### src/rtl/comp_agc_p.sv
// X/Y compressor: magnitude -> gain table -> attack/release smoothing -> serial multiply -> saturate.
// Latency iv->ov GW+5 clocks; one sample in flight, rdy low while busy, iv while busy is dropped and flagged in ovr.
module comp_agc_p #(
    parameter int DW  = 16,
    parameter int MW  = 8,
    parameter int AW  = 7,
    parameter int GW  = 8,
    parameter int GF  = 4,
    parameter int ATK = 2,
    parameter int REL = 8
) (
    input  logic          clk_i,
    input  logic          rst_i,
    input  logic [DW-1:0] dix_i,
    input  logic [DW-1:0] diy_i,
    input  logic          iv_i,
    output logic          rdy_o,
    output logic [DW-1:0] dox_o,
    output logic [DW-1:0] doy_o,
    output logic          ov_o,
    input  logic [GW-1:0] cin_i,
    input  logic          cwe_i,
    input  logic          byp_i,
    output logic [GW-1:0] gmon_o,
    output logic          ovr_o
);
    localparam int SW    = GW + REL;
    localparam int PW    = DW + GW + 1;
    localparam int DEPTH = 1 << AW;
    localparam int CW    = $clog2(GW + 1);
    localparam logic [GW-1:0] UNITY    = GW'(1) << GF;
    localparam logic [SW-1:0] GS_UNITY = SW'(UNITY) << REL;
    localparam logic signed [PW-1:0] PMAX = (PW'(1) << (DW - 1)) - PW'(1);
    localparam logic signed [PW-1:0] PMIN = ~PMAX;

    typedef enum logic [2:0] {S_IDLE, S_ABS, S_MAG, S_LUT, S_SMO, S_MUL, S_OUT} state_t;

    state_t        state_q;
    logic [DW-1:0] x_q, y_q;
    logic [MW-2:0] a_q, b_q;
    logic [AW-1:0] idx_q;
    logic [GW-1:0] gt_q, gain_q;
    logic          byp_q;
    logic [SW-1:0] gs_q, gs_d, gtx_d;
    logic [PW-1:0] mx_q, my_q, ax_q, ay_q;
    logic [CW-1:0] cnt_q;
    logic [DW-1:0] dox_q, doy_q;
    logic          ov_q, rdy_q, ovr_q;
    logic [GW-1:0] tbl_q [DEPTH];
    logic [MW-2:0] hi_d, lo_d;
    logic [MW-1:0] m_d;
    logic [AW-1:0] idx_d;

    function automatic logic [MW-2:0] abs_sat(input logic [MW-1:0] v);
        logic [MW-1:0] n;
        n = -v;
        if (!v[MW-1])              abs_sat = v[MW-2:0];
        else if (v[MW-2:0] == '0)  abs_sat = '1;
        else                       abs_sat = n[MW-2:0];
    endfunction

    function automatic logic [DW-1:0] sat(input logic [PW-1:0] p);
        logic signed [PW-1:0] s;
        s = $signed(p) >>> GF;
        if (s > PMAX)      sat = {1'b0, {(DW-1){1'b1}}};
        else if (s < PMIN) sat = {1'b1, {(DW-1){1'b0}}};
        else               sat = s[DW-1:0];
    endfunction

    always_comb begin
        hi_d  = (a_q > b_q) ? a_q : b_q;
        lo_d  = (a_q > b_q) ? b_q : a_q;
        m_d   = {1'b0, hi_d} + MW'(lo_d >> 1);
        idx_d = (int'(m_d) > DEPTH - 1) ? AW'(DEPTH - 1) : AW'(m_d);
    end

    // Falling gain tracks quickly (ATK), rising gain slowly (REL); REL also sets the fraction bits.
    always_comb begin
        gtx_d = SW'(gt_q) << REL;
        gs_d  = gs_q;
        if (byp_q)              gs_d = GS_UNITY;
        else if (gtx_d < gs_q)  gs_d = gs_q - ((gs_q - gtx_d) >> ATK);
        else if (gtx_d > gs_q)  gs_d = gs_q + ((gtx_d - gs_q) >> REL);
    end

    // Entries are stored XOR unity so an all-zero power-up state reads back as unity gain.
    always_ff @(posedge clk_i) begin
        if (cwe_i) begin
            tbl_q[0] <= cin_i ^ UNITY;
            for (int k = 1; k < DEPTH; k++) tbl_q[k] <= tbl_q[k-1];
        end
    end

    always_ff @(posedge clk_i) begin
        if (rst_i) begin
            state_q <= S_IDLE;
            rdy_q   <= 1'b1;
            ov_q    <= 1'b0;
            ovr_q   <= 1'b0;
            dox_q   <= '0;
            doy_q   <= '0;
            gs_q    <= GS_UNITY;
        end else begin
            ov_q <= 1'b0;
            if (iv_i && !rdy_q) ovr_q <= 1'b1;
            case (state_q)
                S_IDLE: if (iv_i) begin
                    x_q     <= dix_i;
                    y_q     <= diy_i;
                    rdy_q   <= 1'b0;
                    state_q <= S_ABS;
                end
                S_ABS: begin
                    a_q     <= abs_sat(x_q[DW-1 -: MW]);
                    b_q     <= abs_sat(y_q[DW-1 -: MW]);
                    state_q <= S_MAG;
                end
                S_MAG: begin
                    idx_q   <= idx_d;
                    state_q <= S_LUT;
                end
                S_LUT: begin
                    gt_q    <= byp_i ? UNITY : (tbl_q[idx_q] ^ UNITY);
                    byp_q   <= byp_i;
                    state_q <= S_SMO;
                end
                S_SMO: begin
                    gs_q    <= gs_d;
                    gain_q  <= gs_d[SW-1:REL];
                    mx_q    <= {{(PW-DW){x_q[DW-1]}}, x_q};
                    my_q    <= {{(PW-DW){y_q[DW-1]}}, y_q};
                    ax_q    <= '0;
                    ay_q    <= '0;
                    cnt_q   <= '0;
                    state_q <= S_MUL;
                end
                S_MUL: begin
                    if (gain_q[0]) begin
                        ax_q <= ax_q + mx_q;
                        ay_q <= ay_q + my_q;
                    end
                    mx_q   <= mx_q << 1;
                    my_q   <= my_q << 1;
                    gain_q <= gain_q >> 1;
                    cnt_q  <= cnt_q + CW'(1);
                    if (cnt_q == CW'(GW - 1)) state_q <= S_OUT;
                end
                S_OUT: begin
                    dox_q   <= sat(ax_q);
                    doy_q   <= sat(ay_q);
                    ov_q    <= 1'b1;
                    rdy_q   <= 1'b1;
                    state_q <= S_IDLE;
                end
                default: state_q <= S_IDLE;
            endcase
        end
    end

    assign rdy_o  = rdy_q;
    assign dox_o  = dox_q;
    assign doy_o  = doy_q;
    assign ov_o   = ov_q;
    assign ovr_o  = ovr_q;
    assign gmon_o = gs_q[SW-1:REL];
endmodule

### config.mk
export PLATFORM = sky130hd
export DESIGN_NAME = comp_agc_p
export DESIGN_NICKNAME = d
export VERILOG_FILES = /design/src/rtl/comp_agc_p.sv
export SDC_FILE = /design/constraint.sdc
export NUM_CORES = 1
export LEC_CHECK = 0
export CORE_ASPECT_RATIO = 1.4
export CORE_UTILIZATION = 50
export CTS_BUF_LIST = sky130_fd_sc_hd__clkbuf_16
export DETAILED_ROUTE_END_ITERATION = 8
export PLACE_DENSITY_LB_ADDON = 0.1
export SYNTH_ARGS = -nofsm -noshare
export SYNTH_HDL_FRONTEND = slang
export SYNTH_SLANG_ARGS = --single-unit
### constraint.sdc
create_clock -name clk_i -period 12.1 [get_ports clk_i]
set_input_delay 1.815 -clock clk_i [delete_from_list [all_inputs] [get_ports clk_i]]
set_output_delay 1.815 -clock clk_i [all_outputs]
set_load 0.01 [all_outputs]
==> results of run 1 <==
[kinds of logic (layout without fill, tap and decap cells)]
logic type	after synthesis	in the layout
buf+inv	212	406
xor+xnor	66	66
fa+ha+maj	108	108
simple gates	507	507
mux	355	355
flops	1259	1259
compound gates	405	405
[routing by layer]
| layer | vias up | part of all wire (%) | global-route usage [%] |
|---|---|---|---|
| met3 | 146 | 3.8 | 2.709 |
| li1 | 11960 | - | - |
| met1 | 14080 | 43 | 25.98 |
| met4 | 2 | 2.1 | 5.887 |
| met2 | 571 | 51 | 32.91 |
| met5 | - | 0.013 | 0 |
[sequential cells by signal, indices dropped and copies added, names as in the netlist, 3 cells and up, named ones only]
register  count
tbl_q      1024
ax_q         25
ay_q         25
mx_q         25
my_q         25
dox_o        16
doy_o        16
gs_q         16
x_q          16
y_q          16
gain_q        8
gt_q          8
a_q           7
b_q           7
idx_q         7
cnt_q         4
state_q       3
[cells in the mapped netlist (6+ instances only)]
cell,n,area [µm²]
nor3_1,67,335.3
o21a_1,23,172.7
o21bai_1,11,82.58
buf_2,27,135.1
inv_1,71,266.5
xor2_1,31,271.5
a211oi_1,14,105.1
ha_1,102,1276
a22o_1,8,70.07
nor4_1,15,93.84
and2_1,15,93.84
buf_1,23,86.33
nand4_1,12,75.07
xnor2_1,35,306.5
o31ai_1,8,60.06
nor2b_1,18,112.6
nand2_1,157,589.3
or3_1,19,118.9
a21o_1,61,457.9
a31oi_1,17,106.4
or2_2,7,43.79
a21oi_1,108,540.5
nand2b_1,14,87.58
nor2_1,131,491.7
mux2i_1,26,260.3
nand3_1,29,145.1
buf_4,15,112.6
dfxtp_1,61,1221
fa_1,6,120.1
o211ai_1,18,135.1
o21ai_0,64,320.3
edfxtp_1,1198,35970
mux2_2,7,78.83
a22oi_1,18,135.1
mux4_2,322,7252
clkbuf_1,75,281.5
[layout make-up]
cell class / instances / area, µm² / area share [%]
clock inverters: 101 / 705.7 / 1.204
multi-input cells: 1441 / 14610 / 24.94
repair buffers: 115 / 1131 / 1.931
well taps: 1349 / 1688 / 2.881
flip-flops and latches: 1259 / 37210 / 63.51
clock buffers: 119 / 2978 / 5.083
inverters: 71 / 266.5 / 0.4549
[power breakdown]
| group | switching (mW) | internal (mW) | total, mW |
|---|---|---|---|
| Combinational | 0.316 | 0.328 | 0.645 |
| Sequential | 0.134 | 5.02 | 5.16 |
| Clock | 1.59 | 1.97 | 3.56 |
[final timing paths]
| kind | end | cells after the start | slack, ps |
|---|---|---|---|
| max reg2reg | idx_q[6]$_SDFFCE_PP1P_ | 15 | 7630 |
| min reg2reg | tbl_q[95][3]$_DFFE_PP_ | 0 | 440 |
| min | tbl_q[95][3]$_DFFE_PP_ | 0 | 440 |
| max | idx_q[6]$_SDFFCE_PP1P_ | 15 | 7630 |
[worst max-delay path: stages (launching register included)]
cell and delay, ps:
edfxtp_1 420, ha_1 330, nor2b_1 140, o21ai_0 140, a21oi_1 100, a211oi_1 420
o21bai_1 590, o21ai_0 210, ha_1 310, fa_1 470, a21o_1 190, a21oi_1 220
nor2b_1 70, o21ai_0 210, mux2i_1 130, or2_2 280
[metrics by stage]
stage	hold slack, ps	cell area, µm²	cells
CTS	440.6	58590	4455
finish	436.9	58590	4455
detailed placement	427.4	54910	4235
global route	444.3	58590	4455
floorplan	420.7	52670	2912
global placement	425.9	54910	4235
==> flow_summary_export.csv, run 1 <==
group,metric,value,unit
power_and_ir_drop,power_leakage,20.12,nW
worst_setup_path,critical_path_required,12550,ps
place,dpl.hpwl,59960,µm
worst_setup_path,path_class,"reg2reg",
sta,clock_skew,15.48,ps
synth,synth_ff_type,"edfxtp_1",
die,die_h,386.0,µm
grt,grt_pass1_wl,162400,µm
routing,wl_per_cell,22.77,µm
routing,routed_via_density,6.006,
die,dieArea,106700,µm²
cells_and_area,drive_gt1_share,17.26,%
sta,period_minus_slack,4467,ps
sta,rsz0062_at_grt,"no",
cells_and_area,nFillCells,7943,
sta,slew_headroom,20.82,%
cells_and_area,final_util,56.21,%
grt,track_usage,19.34,%
power_and_ir_drop,total_power,9.365,mW
routing,drcViolationCount,0,
die,die_x,276.3,µm
die,initial_utilization,50.53,%
synth,yosysUniqueCellTypes,67,
worst_setup_path,worstPathArrival,4910,ps
die,core,104200,µm²
clock_network,cts_resized,0,
cells_and_area,final_cell_mix,"edfxtp_1, mux4_2, nand2_1, nor2_1, clkbuf_16",
synth,syn-num-nets,3065,
clock_network,cts.root.buffer_cell,"clkbuf_16",
synth,ys_ff_latch,1259,
routing,first_pass_iters,5,
sta,setup_slack,7633,ps
worst_setup_path,cp-end-kind,"flop",
synth,yosysSeqAreaShare,70.62,%
place,gp_congestion,0.8744,
worst_setup_path,crit_fanout,17,
synth,syn_area,52670,µm²
sta,tightest_slew,1185,ps
clock_network,insertion_delay,700,ps
clock_network,cts.path.max_buffers,3,
clock_network,hold_buffers,0,
job,maxCapViolCount,0,
clock_network,cts.clk_slew.worst_paths,60,ps
synth,syn_inst,2912,
synth,synth_compound_area_share,5.041,%
power_and_ir_drop,power_density,159.8,nW/µm²
clock_network,cts_setup_buffers,0,
cells_and_area,nets,3159,
routing,vias,26760,
cells_and_area,diodes,0,
die,num_rows,140,
clock_network,cts_max_level,3,
grt,gr-total-overflow,0,
routing,wirelength,101500,µm
power_and_ir_drop,peakVddDrop,0.0001280,V
clock_network,tritoncts,"yes",
synth,yosysWarningCount,0,
routing,drtIter0Drc,2288,
worst_setup_path,crit_path_start,"a_q[1]$_DFFE_PP_",
worst_hold_path,hp-class,"reg2reg",
synth,synth_mux_area_share,14.41,%
sta,finalSetupViolCount,0,
cells_and_area,syn2layout_area_growth,11.24,%
cells_and_area,final_common_cell,"edfxtp_1",
die,ios,88,
grt,grt_pass1_vias,27900,
synth,synth-edff-count,1198,
worst_setup_path,r2r_start,"a_q[1]$_DFFE_PP_",
sta,maxSlewViolCount,0,
sta,final.period_utilization,36.91,%
synth,synth-simple-area-share,4.480,%
synth,synth_top_family_by_area,"multiplexers",
place,pre_cts_slack,7201,ps
worst_setup_path,crit_path_start_kind,"flop",
grt,antenna_found_initial,1,
run_status,status,"finished clean",
synth,async_reset_ff_share,0,%
synth,synth_fa_ha_area_share,2.651,%
sta,fmax,0.2239,GHz
synth,avgSynthCellArea,18.09,µm²
grt,grt_max_degree,207,
synth,synth_xor_area_share,1.098,%
sta,hold_viol,0,
routing,antenna_left,0,
clock_network,clock_sinks,1259,
clock_network,cts_made_buffers,118,
worst_hold_path,min_from,"tbl_q[94][3]$_DFFE_PP_",
place,io_buffers,87,
sta,tns,0,ps
No activity file was read; power rests on OpenSTA's default activity.
==> run 2, diff against run 1 <==
Clock period 12.1 ns to 4.4 ns, I/O delays scaled along.
==> flow_summary_export.csv, run 2 (synthesis gave the netlist of run 1 again) <==
group,metric,value,unit
cells_and_area,final_cell_mix,"edfxtp_1, mux4_2, nand2_1, nor2_1, clkbuf_16",
cells_and_area,syn2layout_area_growth,12.61,%
place,pre_cts_slack,386.0,ps
clock_network,cts_made_buffers,117,
grt,antenna_found_initial,1,
sta,fmax,0.2501,GHz
grt,grt_max_degree,118,
power_and_ir_drop,combPwrFrac,7.1,%
routing,antenna_left,0,
routing,drcViolationCount,0,
worst_setup_path,cp_cell_sequence,"inv_1 -> ha_1 -> inv_1 -> o21bai_1 -> a21oi_1 -> o21ai_0 -> a21oi_1 -> xnor2_1 -> ha_1 -> or3_1 -> o21ai_0 -> a211o_1 -> o22ai_1 -> a31oi_1 -> o311ai_0",
clock_network,cts.clk_slew.worst_paths,60,ps
die,die_x,276.3,µm
routing,wirelength,103800,µm
worst_setup_path,crit_path_start,"gs_q[9]$_SDFFE_PP0P_",
worst_setup_path,critical_path_required,4830,ps
place,dpl.hpwl,63860,µm
sta,holdWs,238.8,ps
routing,routed_via_density,5.959,
sta,maxSlewViolCount,0,
power_and_ir_drop,power_density,440.8,nW/µm²
sta,hold_viol,0,
power_and_ir_drop,power_leakage,20.45,nW
clock_network,cts.path.max_buffers,3,
die,core,104200,µm²
sta,setup_slack,401.0,ps
worst_setup_path,crit_path_start_kind,"flop",
sta,clock_skew,22.68,ps
cells_and_area,max_flop_register,"tbl_q",
clock_network,insertion_delay,720,ps
worst_hold_path,hp-class,"in2reg",
power_and_ir_drop,netSwitchingFraction,21.89,%
worst_setup_path,worst-path-buf-inv,2,
die,ios,88,
grt,grt_pass1_vias,28400,
worst_setup_path,rrSetupSlack,400,ps
routing,first_pass_iters,5,
cells_and_area,largest_reg_flops,1024,
sta,period_minus_slack,3999,ps
worst_hold_path,min_from,"rst_i",
grt,track_usage,19.84,%
worst_setup_path,cp-end-kind,"flop",
clock_network,cts_max_level,3,
sta,finalSetupViolCount,0,
clock_network,cts_resized,0,
sta,tns,0,ps
grt,grt_pass1_wl,166000,µm
cells_and_area,drive_gt1_share,18.96,%
grt,gr-total-overflow,0,
clock_network,cts_setup_buffers,0,
place,dpl_cell_area,55460,µm²
routing,drtIter0Drc,2101,
cells_and_area,final_cell_area,59310,µm²
cells_and_area,final_common_cell,"edfxtp_1",
place,gp_congestion,0.8670,
power_and_ir_drop,p_int,20.42,mW
sta,final.period_utilization,90.89,%
worst_setup_path,crit_fanout,8,
die,initial_utilization,50.53,%
worst_setup_path,r2r_start,"gs_q[9]$_SDFFE_PP0P_",
power_and_ir_drop,clock_power_share,38.7,%
worst_setup_path,worstPathArrival,4430,ps
worst_setup_path,crit_path_top_delay_cell,"dfxtp_1",
die,num_rows,140,
clock_network,cts.root.buffer_cell,"clkbuf_16",
job,maxCapViolCount,0,
sta,slew_headroom,16.02,%
die,dieArea,106700,µm²
routing,wl_per_cell,23.07,µm
sta,tightest_slew,1255,ps
worst_setup_path,path_class,"reg2reg",
worst_setup_path,slowest_delay,550,ps
cells_and_area,nets,3199,
clock_network,tritoncts,"yes",
power_and_ir_drop,switching_power,5.722,mW
run_status,status,"finished clean",
die,die_h,386.0,µm
routing,vias,26810,
sta,rsz0062_at_grt,"no",
place,io_buffers,87,
power_and_ir_drop,peakVddDrop,0.0003460,V
power_and_ir_drop,sequentialPowerShare,54.2,%
worst_setup_path,crit_family,"compound AO/OA/AOI/OAI gates",
clock_network,clock_sinks,1259,
clock_network,hold_buffers,0,
[run 2: final timing paths]
path                                                end  depth (start not counted)
worst min register to register   tbl_q[95][5]$_DFFE_PP_                          0
worst min-delay path            state_q[2]$_SDFFE_PP0P_                          2
worst max register to register      gain_q[6]$_DFFE_PP_                         15
worst max-delay path                gain_q[6]$_DFFE_PP_                         15
[run 2: power by group through the flow]
stage	Combinational [mW]	Clock [mW]	Sequential, mW
global route	2.01	10.9	14.2
detailed placement	1.90	0	14.4
CTS	1.90	10.5	14.2
floorplan	1.26	0	14.2
finish	1.85	10.1	14.2
global placement	1.87	0	14.4
[run 2: layout make-up]
class                      count  area (µm²)
antenna                        1       2.502
clock inverter               102       848.3
timing repair buffer         156        1689
sequential                  1259       37210
multi-input combinational   1441       14600
fill                        7823       44910
tap                         1349        1688
inverter                      71       266.5
clock buffer                 120        3003
[run 2: through the flow]
step	power, mW	cells	utilization (%)
final	26.14	4499	56.91
after global routing	27.10	4499	56.91
after CTS	26.54	4498	56.90
after detailed placement	16.30	4276	53.21
after global placement	16.24	4276	53.21
after floorplan	15.48	2912	-
[run 2: worst register-to-register path, stage by stage (launching register included)]
cell and delay, ps:
dfxtp_1 550, inv_1 140, ha_1 400, inv_1 80
o21bai_1 100, a21oi_1 340, o21ai_0 220, a21oi_1 230
xnor2_1 140, ha_1 290, or3_1 330, o21ai_0 170
a211o_1 220, o22ai_1 160, a31oi_1 200, o311ai_0 140
[run 2: metal layers]
| metal | global-route usage (%) | vias to the layer above | share of wire [%] | wire length (µm) |
|---|---|---|---|---|
| li1 | - | 12060 | - | - |
| met1 | 27.10 | 14040 | 44 | 45230 |
| met2 | 33.14 | 562 | 50 | 52300 |
| met3 | 2.618 | 151 | 3.7 | 3870 |
| met4 | 6.673 | 0 | 2.3 | 2377 |
| met5 | 0 | - | 0 | 0 |
